[src/rtl/shift_arb_pkg.sv]
// rtl/shift_arb_pkg.sv - shared constants, requester ids and result-slot state for shift_arbiter
package shift_arb_pkg;

    localparam int DATA_W = 8;
    localparam int SH_W   = 3;

    localparam logic REQ0 = 1'b0;
    localparam logic REQ1 = 1'b1;

    typedef enum logic {
        EMPTY = 1'b0,
        FULL  = 1'b1
    } state_e;

endpackage

[src/rtl/lshift8_stage.sv]
// rtl/lshift8_stage.sv - combinational 8-bit left shifter (1/2/4 mux stages)
// SHIFT_ARB_ROTATE_EN adds a rot input that feeds MSB overflow back into the LSBs
module lshift8_stage
    import shift_arb_pkg::*;
(
    input  logic [DATA_W-1:0] data,
    input  logic [SH_W-1:0]   amt,
`ifdef SHIFT_ARB_ROTATE_EN
    input  logic              rot,
`endif
    output logic [DATA_W-1:0] result
);

    logic              fill_en;
    logic [DATA_W-1:0] s1;
    logic [DATA_W-1:0] s2;

`ifdef SHIFT_ARB_ROTATE_EN
    assign fill_en = rot;
`else
    assign fill_en = 1'b0;
`endif

    // Bits shifted out of the top only re-enter when rotating; otherwise zero fill
    assign s1     = amt[0] ? {data[6:0], data[7] & fill_en}          : data;
    assign s2     = amt[1] ? {s1[5:0], s1[7:6] & {2{fill_en}}}       : s1;
    assign result = amt[2] ? {s2[3:0], s2[7:4] & {4{fill_en}}}       : s2;

endmodule

[src/rtl/shift_arbiter.sv]
// rtl/shift_arbiter.sv - round-robin arbiter sharing one 8-bit left shifter with a registered result
// SHIFT_ARB_ROTATE_EN adds per-requester rotate select ports
module shift_arbiter #(
    parameter int DATA_W = shift_arb_pkg::DATA_W,
    parameter int SH_W   = shift_arb_pkg::SH_W,
    parameter int CNT_W  = 16
) (
    input  logic              clk,
    input  logic              rst_n,
    input  logic              req0_valid,
    input  logic [DATA_W-1:0] req0_data,
    input  logic [SH_W-1:0]   req0_amt,
`ifdef SHIFT_ARB_ROTATE_EN
    input  logic              req0_rot,
`endif
    output logic              req0_ready,
    input  logic              req1_valid,
    input  logic [DATA_W-1:0] req1_data,
    input  logic [SH_W-1:0]   req1_amt,
`ifdef SHIFT_ARB_ROTATE_EN
    input  logic              req1_rot,
`endif
    output logic              req1_ready,
    output logic              out_valid,
    output logic [DATA_W-1:0] out_data,
    output logic              out_id,
    input  logic              out_ready,
    output logic [CNT_W-1:0]  done_cnt
);
    import shift_arb_pkg::*;

    state_e            state;
    logic              last_gnt;
    logic              can_accept;
    logic              gnt_any;
    logic              gnt_id;
    logic              accept;
    logic [DATA_W-1:0] sel_data;
    logic [SH_W-1:0]   sel_amt;
    logic [DATA_W-1:0] shifted;

    // With both requesting, the one that did not win last is served
    assign gnt_any    = req0_valid | req1_valid;
    assign gnt_id     = (req0_valid & req1_valid) ? ~last_gnt : req1_valid;
    assign can_accept = (state == EMPTY) | out_ready;
    assign accept     = can_accept & gnt_any;
    assign req0_ready = accept & (gnt_id == REQ0);
    assign req1_ready = accept & (gnt_id == REQ1);

    assign sel_data = (gnt_id == REQ1) ? req1_data : req0_data;
    assign sel_amt  = (gnt_id == REQ1) ? req1_amt  : req0_amt;

    lshift8_stage u_shift (
        .data   (sel_data),
        .amt    (sel_amt),
`ifdef SHIFT_ARB_ROTATE_EN
        .rot    ((gnt_id == REQ1) ? req1_rot : req0_rot),
`endif
        .result (shifted)
    );

    always_ff @(posedge clk or negedge rst_n) begin
        if (!rst_n) begin
            state     <= EMPTY;
            out_valid <= 1'b0;
            out_data  <= '0;
            out_id    <= REQ0;
            last_gnt  <= REQ1;
            done_cnt  <= '0;
        end else begin
            if (out_valid && out_ready && (done_cnt != '1)) begin
                done_cnt <= done_cnt + CNT_W'(1);
            end
            if (accept) begin
                out_data <= shifted;
                out_id   <= gnt_id;
                last_gnt <= gnt_id;
            end
            case (state)
                EMPTY: begin
                    if (accept) begin
                        state     <= FULL;
                        out_valid <= 1'b1;
                    end
                end
                FULL: begin
                    // Drain without refill empties the slot; data/id keep their last value
                    if (out_ready && !accept) begin
                        state     <= EMPTY;
                        out_valid <= 1'b0;
                    end
                end
                default: begin
                    state     <= EMPTY;
                    out_valid <= 1'b0;
                end
            endcase
        end
    end

endmodule

[config.mk]
export PLATFORM = sky130hd
export DESIGN_NAME = shift_arbiter
export DESIGN_NICKNAME = d
export VERILOG_FILES = /design/src/rtl/shift_arb_pkg.sv /design/src/rtl/lshift8_stage.sv /design/src/rtl/shift_arbiter.sv
export SDC_FILE = /design/constraint.sdc
export NUM_CORES = 1
export LEC_CHECK = 0
export BUFFER_PORTS_ARGS = -buffer_cell sky130_fd_sc_hd__buf_4
export CAP_MARGIN = 20
export CORE_MARGIN = 2
export CORE_UTILIZATION = 46
export DETAILED_ROUTE_END_ITERATION = 16
export HOLD_SLACK_MARGIN = 0.12
export PLACE_DENSITY = 0.75
export SETUP_SLACK_MARGIN = 0.1
export SYNTH_ARGS = -nofsm -noshare
export SYNTH_HDL_FRONTEND = slang
export SYNTH_SLANG_ARGS = --single-unit
[constraint.sdc]
create_clock -name clk -period 2.11 [get_ports clk]
set_clock_uncertainty 0.15 [all_clocks]
set_input_delay 0 -clock clk [delete_from_list [all_inputs] [get_ports clk]]
set_output_delay 0 -clock clk [all_outputs]
set_load 0.02 [all_outputs]
== Yosys cells after proc, flatten, opt, wreduce, memory -nomap -nowiden ==
Cells that the tools add are included.
Operators by class
  reductions and logical operators: 5
  bitwise gates (word level): 9
  multiplexer cells: 12
  equal/unequal tests: 3
  add/subtract/negate cells: 1
Operators by type and width (count)
  $mux 8: 4
  $add 16x1->16 const B: 1
  $ne 16x16->1 const B: 1
  $mux 1: 5
  $and 1x1->1: 4
  $pmux 1 s2: 2
  $logic_and 1x1->1: 3
  $mux 3: 1
  $not 1->1: 3
  $ne 2x1->1 const B: 1
  $ne 2x2->1 const B: 1
  $or 1x1->1: 2
  $reduce_and 2->1: 1
  $logic_not 1->1: 1
Word-level totals
  bits in registers: 28
  output and inout port bits: 28
  word-level logic and storage cells: 36
  input bits: 27

== Logic depth before layout (Yosys ltp) ==
Gate-level depths: netlist of run 1.
  depth in word-level cells: 7
  gate-level depth with buffers: 6
  depth with buffers taken out: 5

== By module ==
A second synthesis of run 1 with hierarchy kept.
Second synthesis, totals
  cells, all modules: 162
  area total of the unflattened synthesis: 1670.4 um^2
Modules (own cells, without submodules)
  shift_arbiter: instances 1, sequential area each 701.9 um^2, cells an instance 134, area an instance 1396.3 um^2
  lshift8_stage: instances 1, sequential area each 0.0 um^2, cells an instance 28, area an instance 274.0 um^2

== Worst setup path before layout of run 1 ==
OpenSTA, ideal clock, no wires.
  kind: reg2reg
  start point: register last_gnt
  end point: register out_data[6]
  clock period less this slack: 1976 ps
  stages on the path, launching flop included: 6
  buffers on the path: 1
  path slack: 134 ps
  data arrival time: 1700 ps
  required time: 1834 ps
  setup time: 126 ps
  cell sequence: dfstp_2 -> a21bo_1 -> buf_6 -> mux2_4 -> mux2_4 -> a221o_1
On the way
  word-level cells in the longest chain between the ends: 6
  elaborated cells between the ends (all ways): 7
  those cells by class: 6 x mux; 1 x bitwise
Ends and longest elaborated chain
  start, declared: line shift_arbiter.sv:33  | logic last_gnt;
  start signal, assigned: line shift_arbiter.sv:77  | last_gnt <= gnt_id;
  $not 1->1 *: line shift_arbiter.sv:44  | assign gnt_id = (req0_valid & req1_valid) ? ~last_gnt : req1_valid;
  $mux 1 *: line shift_arbiter.sv:44
  $mux 8 or $mux 3 (tied branches): line shift_arbiter.sv:50, shift_arbiter.sv:51
  $mux 8: line lshift8_stage.sv:25  | assign s1 = amt[0] ? {data[6:0], data[7] & fill_en} : data;
  $mux 8: line lshift8_stage.sv:26  | assign s2 = amt[1] ? {s1[5:0], s1[7:6] & {2{fill_en}}} : s1;
  $mux 8 *: line lshift8_stage.sv:27  | assign result = amt[2] ? {s2[3:0], s2[7:4] & {4{fill_en}}} : s2;
  end signal, assigned: line shift_arbiter.sv:75  | out_data <= shifted;
  end, declared: line shift_arbiter.sv:25  | output logic [DATA_W-1:0] out_data,
Every way passes the cells marked *; elsewhere a longest branch is shown, timed or not.
A chain may end at the register's enable or synchronous reset.

== Final worst setup path of run 1 ==
Same ends and word-level chain as after synthesis.

==> flow_results.org, run 1 <==
** Outcome
- Result of the run :: finished, final reports clean

** Placement
- Input/output buffers :: 54
- Detailed placement finished with a half-perimeter wire length of just under 3 mm.
- At the end of routability-driven placement, the weighted congestion stood at between 0.8 and 0.9.

** Setup path
- The worst setup path is launched from a flip-flop.
- At the worst endpoint, the arrival time is 1.99 ns.
- Class of the most critical setup path :: reg2reg
- The worst setup path is captured at a flip-flop.
- For the worst setup path, the data required time is 2.11 ns.
- The number of cells on the worst reg-to-reg path is 4.
- Largest fanout on the critical path :: 9

** Global routing
- Tot GR Track Use :: about a fifth
- The number of antenna violations at the first check in global routing came to 0.
- Vias in the first global route :: 1485
- Wire length of the first global-routing pass :: 6.29 mm
- After global routing the overflow that remains totals 0.
- Maximum number of pins on one net before global-route repair :: 28

** STA
- In this run the tightest slew margin relative to its limit is 57.9%.
- Derived from the worst setup path, the maximum achievable clock frequency is a little over 500 MHz.
- Setup violations remaining at the end of the flow were counted as 0.
- Period utilisation layout :: a little over nine tenths
- The number of pins with negative max-slew slack in the final report was 0.
- Total negative setup slack :: 0 ns
- Setup repair after global routing could not meet its margin everywhere.
- Minimum clock period :: 1.99 ns
- Final hold viol count :: 0
- At the pin with the least slew margin, the transition time is roughly 0.63 ns.

** Drt
- Once detail routing completed, the nets flagged for antenna violations numbered 0.
- 1st-iter DRT viols :: 110
- After detailed routing, the average wire length per cell comes to between 10 and 15 um.
- DR vias/cell :: 5.41
- The final layout contains routed wiring with a total length of just under 4 mm.
- Post-route DRC :: 0
- The routed layout has 1543 vias.
- First drt pass iteration count :: 4

** Die
- The floorplan step set the die width to around 65 um.
- The floorplan step defined a die boundary enclosing between 4000 and 5000 um^2.
- Once the floorplan was initialized, standard cells occupied about 48% of the core.
- Row cnt :: 22
- The total area inside the core boundary comes to about 3600 um^2.
- Boundary pin count :: 55
- Die Ht :: about 65 um

** Clock network
- Number of sinks handled by clock tree synthesis :: 28
- Num CTS Buffers :: 3
- Clock tree synthesis selected as its root buffer the cell sky130_fd_sc_hd__clkbuf_8.
- Clock-pin slew was measured on the worst setup and hold paths at 0.10 ns.
- CTS built an H-tree with a depth of 1.
- Clock latency reported for the late side of the worst-skew pair :: approximately 0.27 ns
- CTS tree :: built
- The clock passes through at most 2 buffers.

** Logic synthesis
- In this run, synthesis produced a sequential element count of 28.
- Post-synthesis average cell area :: between 10 and 15 um^2
- Synthesized area :: approximately 1700 um^2
- Yosys top cell area share :: 39.1%
- Cell count after synthesis :: around 170
- Synth Net Count :: 195
- The synthesized design contains 0 enable-type register cells.
- Most used flip-flop cell after synthesis :: sky130_fd_sc_hd__dfrtp_1
- Number of warnings printed during yosys synthesis :: 0
- The synthesized netlist contains 45 unique library cells.
- Async set-reset flop share out of synthesis :: 100%
- By area the synthesized netlist is led by sky130_fd_sc_hd__dfrtp_1, sky130_fd_sc_hd__mux4_2, sky130_fd_sc_hd__mux2i_1.
- The largest total area in the synthesized netlist belongs to sky130_fd_sc_hd__dfrtp_1.
- Seq/Total Area, Yosys :: about two fifths

** Layout
- Compared with the post-synthesis result, the final layout area differs by 40.3%.
- For this run, the post-layout net count is 266.
- Cells with a size suffix above 1 make up ~36% of the layout.
- At the end of the flow the core is filled with cells to 66.8%.
- 0 antenna diodes ended up in the layout.
- The layout has about 320 filler cells.

** Hold path
- Along the worst hold path, the cell count comes to 5.
- Worst min-delay path class :: in2reg

** Power
- Worst IR drop on VDD :: roughly 360 uV
- Summed over all cells, the static leakage comes to between 1 and 1.5 nW.
- Dividing total power by cell area gives a power density of roughly 690 nW/um^2.

** Flow run
- Max cap viols :: 0
==> repair_timing <==
| action | in CTS | in global routing |
|---|---|---|
| resized for setup | 0 | 4 |
| hold buffers | 14 | 0 |
| setup buffers | 0 | 1 |
| endpoints found under the hold margin | 43 | 0 |
| setup endpoints to repair | 0 | 7 |
==> routing by layer <==
layer	wire length (um)	vias to the layer above	share of wire (%)	GRT usage, %
met1	1620	740	42	22.3
met2	2060	43	53	36.5
met3	165	4	4.2	1.37
met4	51	0	1.3	5.47
li1	-	756	-	-
met5	0	-	0	0
==> cell type report <==
type / instances / area [um^2] / share of cell area, %
clock buffers: 4 / 55.1 / 2.27
well taps: 48 / 60.1 / 2.48
inverters: 1 / 3.75 / 0.155
flip-flops and latches: 28 / 702 / 28.9
repair buffers: 73 / 594 / 24.5
multi-input cells: 131 / 1010 / 41.7
==> cells in the mapped netlist, types with 2 or more instances <==
cell type                  instances
sky130_fd_sc_hd__a21oi_1           6
sky130_fd_sc_hd__clkbuf_1          3
sky130_fd_sc_hd__a31oi_1           4
sky130_fd_sc_hd__nand4_1           4
sky130_fd_sc_hd__a21o_1            2
sky130_fd_sc_hd__nor3_1            2
sky130_fd_sc_hd__xor2_1            4
sky130_fd_sc_hd__nand2_1          18
sky130_fd_sc_hd__nand3b_1          2
sky130_fd_sc_hd__o21a_1            2
sky130_fd_sc_hd__buf_2             3
sky130_fd_sc_hd__o21ai_0           7
sky130_fd_sc_hd__and3_1            2
sky130_fd_sc_hd__mux4_2            8
sky130_fd_sc_hd__mux2i_1           8
sky130_fd_sc_hd__nor2b_1           2
sky130_fd_sc_hd__mux2_4            2
sky130_fd_sc_hd__dfrtp_1          27
sky130_fd_sc_hd__o31ai_1           2
sky130_fd_sc_hd__mux2_2            3
sky130_fd_sc_hd__or2_2             2
sky130_fd_sc_hd__nor2_1           18
sky130_fd_sc_hd__xnor2_1           8
sky130_fd_sc_hd__nand3_1           6
sky130_fd_sc_hd__nor3b_1           2
==> cells in the final DEF, fill, tap and decap left out, types with 6 or more instances in the layout <==
cell and instances:
sky130_fd_sc_hd__dfrtp_1 27, sky130_fd_sc_hd__mux2i_1 8, sky130_fd_sc_hd__dlygate4sd3_1 12, sky130_fd_sc_hd__nand2_1 18, sky130_fd_sc_hd__buf_4 59, sky130_fd_sc_hd__o21ai_0 7, sky130_fd_sc_hd__xnor2_1 8, sky130_fd_sc_hd__a21oi_1 6
sky130_fd_sc_hd__mux4_2 8, sky130_fd_sc_hd__nor2_1 18, sky130_fd_sc_hd__nand3_1 6
==> flip-flops by register name, indices dropped and copies added (netlist names) <==
register,flops
out_valid,1
out_data,8
out_id,1
done_cnt,16
last_gnt,1
state,1
==> kinds of logic after synthesis <==
family | Yosys count | share of synthesized area, %
adders and majority gates | 1 | 0.723
AOI/OAI and AO/OA | 35 | 13.9
muxes | 21 | 18.7
xor gates and xnor gates | 12 | 6.08
and+or+nand+nor | 62 | 17.6
buffers and inverters | 8 | 2.39
DFF | 28 | 40.6
==> per-stage QoR <==
| step | worst slack (ns) | hold WS [ns] | total power, mW | instance area (um^2) | std cells |
|---|---|---|---|---|---|
| floorplan | 0.134 | -0.446 | 1.06 | 1730 | 167 |
| global placement | 0.209 | -0.217 | 1.31 | 2190 | 267 |
| detailed placement | 0.179 | -0.214 | 1.32 | 2190 | 267 |
| CTS | 0.148 | 0.134 | 1.67 | 2400 | 285 |
| global route | 0.0740 | 0.193 | 1.76 | 2430 | 285 |
| finish | 0.124 | 0.124 | 1.67 | 2430 | 285 |
==> worst paths after layout <==
path	startpoint	end	slack (ns)
max in group asynchronous	rst_n	out_data[6]	1.05
min in group asynchronous	rst_n	done_cnt[15]	0.60
hold / removal	req1_data[3]	out_data[5]	0.12
setup / recovery	last_gnt	out_data[6]	0.12
hold reg to reg	state	out_valid	0.33
setup reg to reg	last_gnt	out_data[6]	0.12
==> report_power, final <==
group / leakage [nW] / switching [mW] / internal (mW)
clock: 0.0288 / 0.157 / 0.167
combinational: 0.746 / 0.304 / 0.314
sequential: 0.361 / 0.101 / 0.623
==> critical path, cell delays in order, from the launching register on <==
cell,delay [ns]
sky130_fd_sc_hd__dfstp_2,0.58
sky130_fd_sc_hd__a21bo_1,0.17
sky130_fd_sc_hd__mux2_4,0.36
sky130_fd_sc_hd__mux2_4,0.30
sky130_fd_sc_hd__a221o_1,0.31
(Power assumes the default switching activity.)
==> run 2: changes to the inputs <==
- CORE_ASPECT_RATIO: not set -> 2
==> flow_results.org, run 2 (synthesis gave the netlist of run 1 again) <==
** Outcome
- Result of the run :: finished, final reports clean

** Setup path
- Path depth of the worst reg2reg path :: 4
- Crit path required time :: around 2.1 ns
- End of the critical path :: out_data[6]
- The critical path is of the reg2reg type.
- R2R setup slack :: between 0.15 and 0.2 ns
- In this run the worst setup path begins at last_gnt.
- Source of the worst register-to-register timing path :: last_gnt
- The worst setup path is launched from a flip-flop.
- For the worst setup path, the data arrival time is between 1.5 and 2 ns.
- In this run the worst path has a maximum fanout of 9.
- Setup crit end kind :: flip-flop
- The endpoint identified for the worst register-to-register timing path is out_data[6].

** Power
- VDD sags by at most about 460 uV.
- Static leakage :: about 1.2 nW
- Overall power of the completed layout :: ~1.7 mW
- Power density over cell area :: roughly 680 nW/um^2

** Layout
- Area added between synthesis and finish :: 42.5%
- The largest registers in the layout are done_cnt x16, out_data x8.
- In the final design database the tool counted about 270 nets.
- Cell area after layout :: around 2500 um^2
- More flip-flops sit in one register than any other, and that register is done_cnt.
- The library cells used most frequently in the layout, excluding fill and tap cells, are sky130_fd_sc_hd__buf_4, sky130_fd_sc_hd__dfrtp_1, sky130_fd_sc_hd__nor2_1, sky130_fd_sc_hd__nand2_1, sky130_fd_sc_hd__dlygate4sd3_1.
- Number of inserted diodes :: 0
- Flip-flop count of the largest register after layout :: 16
- Registers take about 700 um^2.
- Fill cells in the final layout number ~300.
- Fraction of final layout cells sized beyond drive strength 1 :: 36.0%
- Leading cell type in the layout, fill and taps excluded :: sky130_fd_sc_hd__buf_4
- In the final layout, the multi-input gates occupy roughly 1000 um^2.

** STA
- Setup violations remaining at the end of the flow were counted as 0.
- The number of pins with negative max-slew slack in the final report came to 0.
- RSZ-0062 raised after global routing :: no
- Final hold viol count :: 0
- Transition time at the pin with the least slew margin :: between 0.4 and 0.5 ns
- Rel. slew slack :: between 70% and 80%
- Period utilisation layout :: between 90% and 100%
- For the final routed database, the setup TNS stands at 0 ns.
- Static timing analysis puts the maximum clock frequency at 515 MHz.
- The worst path in the final design needs a cycle of 1.94 ns, including I/O delays and setup.

** Drt
- The routed design has roughly 4.2 mm of wire.
- For this block, the initial DRC count from the detailed router was 26.
- Detailed-route via count :: between 1.5k and 2k
- In the routed layout, each cell is associated on average with a via count of ~5.5.
- Post-route DRC :: 0
- WL/cell :: 14.5 um
- The first TritonRoute pass finished after 4 iterations.
- The count of nets left with antenna violations once routing finished came out at 0.

** Global routing
- Maximum number of pins on one net before global-route repair :: 28
- Total grt overflow :: 0
- In the global route stage, overall resource usage came out at a little over a fifth.
- The first global-routing pass estimated 7.00 mm of wire.
- Initial antenna violation count :: 0
- Vias in the first global route :: 1619

** Flow run
- Max-cap violations in this run came to 0.

** Die
- Die area :: around 4300 um^2
- The die is about 91 um tall.
- Boundary pin count :: 55
- Row cnt :: 31
- Initial core utilization :: ~48%
- Die width :: between 40 and 50 um
- Core box area :: ~3600 um^2

** Placement
- The wire-length estimate of the detail-placed layout is approximately 3.2 mm.
- Routability-driven placement finished with a final weighted congestion of 0.808.
- In this run the cell area measured after placement is 2210 um^2.
- The count of buffers added on input and output ports is 54.

** Clock network
- Clock latency reported for the late side of the worst-skew pair :: about 0.27 ns
- Clock-pin transition on the worst setup and hold timing paths :: about 0.09 ns
- Number of sinks handled by clock tree synthesis :: 28
- Largest buffer count on any clock path :: 2
- CTS tree :: built
- Number of H-tree levels :: 1
- Once the clock tree was built, the setup fixing pass inserted 0 buffers.
- Buffers inserted during clock tree synthesis total 3.
- Clock root buffer :: sky130_fd_sc_hd__clkbuf_8

** Hold path
- Worst min-delay path class :: in2reg
run 2: cell types whose count changed in the layout (fill, tap and decap cells not counted):
cell / before / now
sky130_fd_sc_hd__buf_4: 59 / 61
sky130_fd_sc_hd__dlygate4sd3_1: 12 / 16
sky130_fd_sc_hd__a21boi_4: 1 / 0
sky130_fd_sc_hd__a21boi_2: 0 / 1
sky130_fd_sc_hd__buf_6: 1 / 0
run 2: worst max-delay path, stage by stage, from the launching register on:
cell	delay (ns)
sky130_fd_sc_hd__dfstp_2	0.56
sky130_fd_sc_hd__a21bo_1	0.15
sky130_fd_sc_hd__mux2_4	0.35
sky130_fd_sc_hd__mux2_4	0.30
sky130_fd_sc_hd__a221o_1	0.31
run 2: worst min-delay path by stage:
stage	to	slack [ns]	start	depth (start not counted)
after floorplan	done_cnt[0]	-0.45	rst_n	0
after global placement	done_cnt[15]	-0.21	rst_n	1
after detailed placement	done_cnt[13]	-0.21	rst_n	1
after CTS	out_data[0]	0.13	req0_amt[0]	4
after global routing	out_data[1]	0.14	req1_data[0]	4
final	out_data[1]	0.14	req1_data[0]	4
run 2: where the power goes:
group          internal, mW  switching [mW]  total (mW)
registers             0.623          0.0964       0.720
logic                 0.318           0.315       0.632
clock network         0.167           0.160       0.328
run 2: cell type report:
| class | instances | share of cell area, % |
|---|---|---|
| multi-input combinational | 131 | 40.7 |
| sequential | 28 | 28.5 |
| tap | 49 | 2.49 |
| clock buffer | 4 | 2.23 |
| timing repair buffer | 78 | 25.9 |
| inverter | 1 | 0.152 |
run 2: per-layer routing:
| metal | wire (um) | up-vias | part of all wire (%) | GRT usage, % |
|---|---|---|---|---|
| met3 | 199 | 11 | 4.7 | 2.80 |
| met4 | 123 | 0 | 2.9 | 8.80 |
| met2 | 2440 | 64 | 58 | 40.7 |
| li1 | - | 770 | - | - |
| met1 | 1450 | 747 | 34 | 22.1 |
| met5 | 0 | - | 0 | 0 |
run 2: timing repair:
action                                  CTS  global route
hold buffers                             17             0
resized for setup                         0             2
endpoints found under the hold margin    47             0
endpoints found under the setup margin    0             2
run 2: per-stage QoR:
stage | instances | setup WS [ns] | hold slack, ns | util (%)
2_1_floorplan | 167 | 0.134 | -0.446 | -
3_3_place_gp | 270 | 0.203 | -0.215 | 61.3
3_5_place_dp | 270 | 0.182 | -0.214 | 61.3
4_1_cts | 291 | 0.166 | 0.132 | 67.8
5_1_grt | 291 | 0.114 | 0.141 | 68.3
6_report | 291 | 0.170 | 0.136 | 68.3
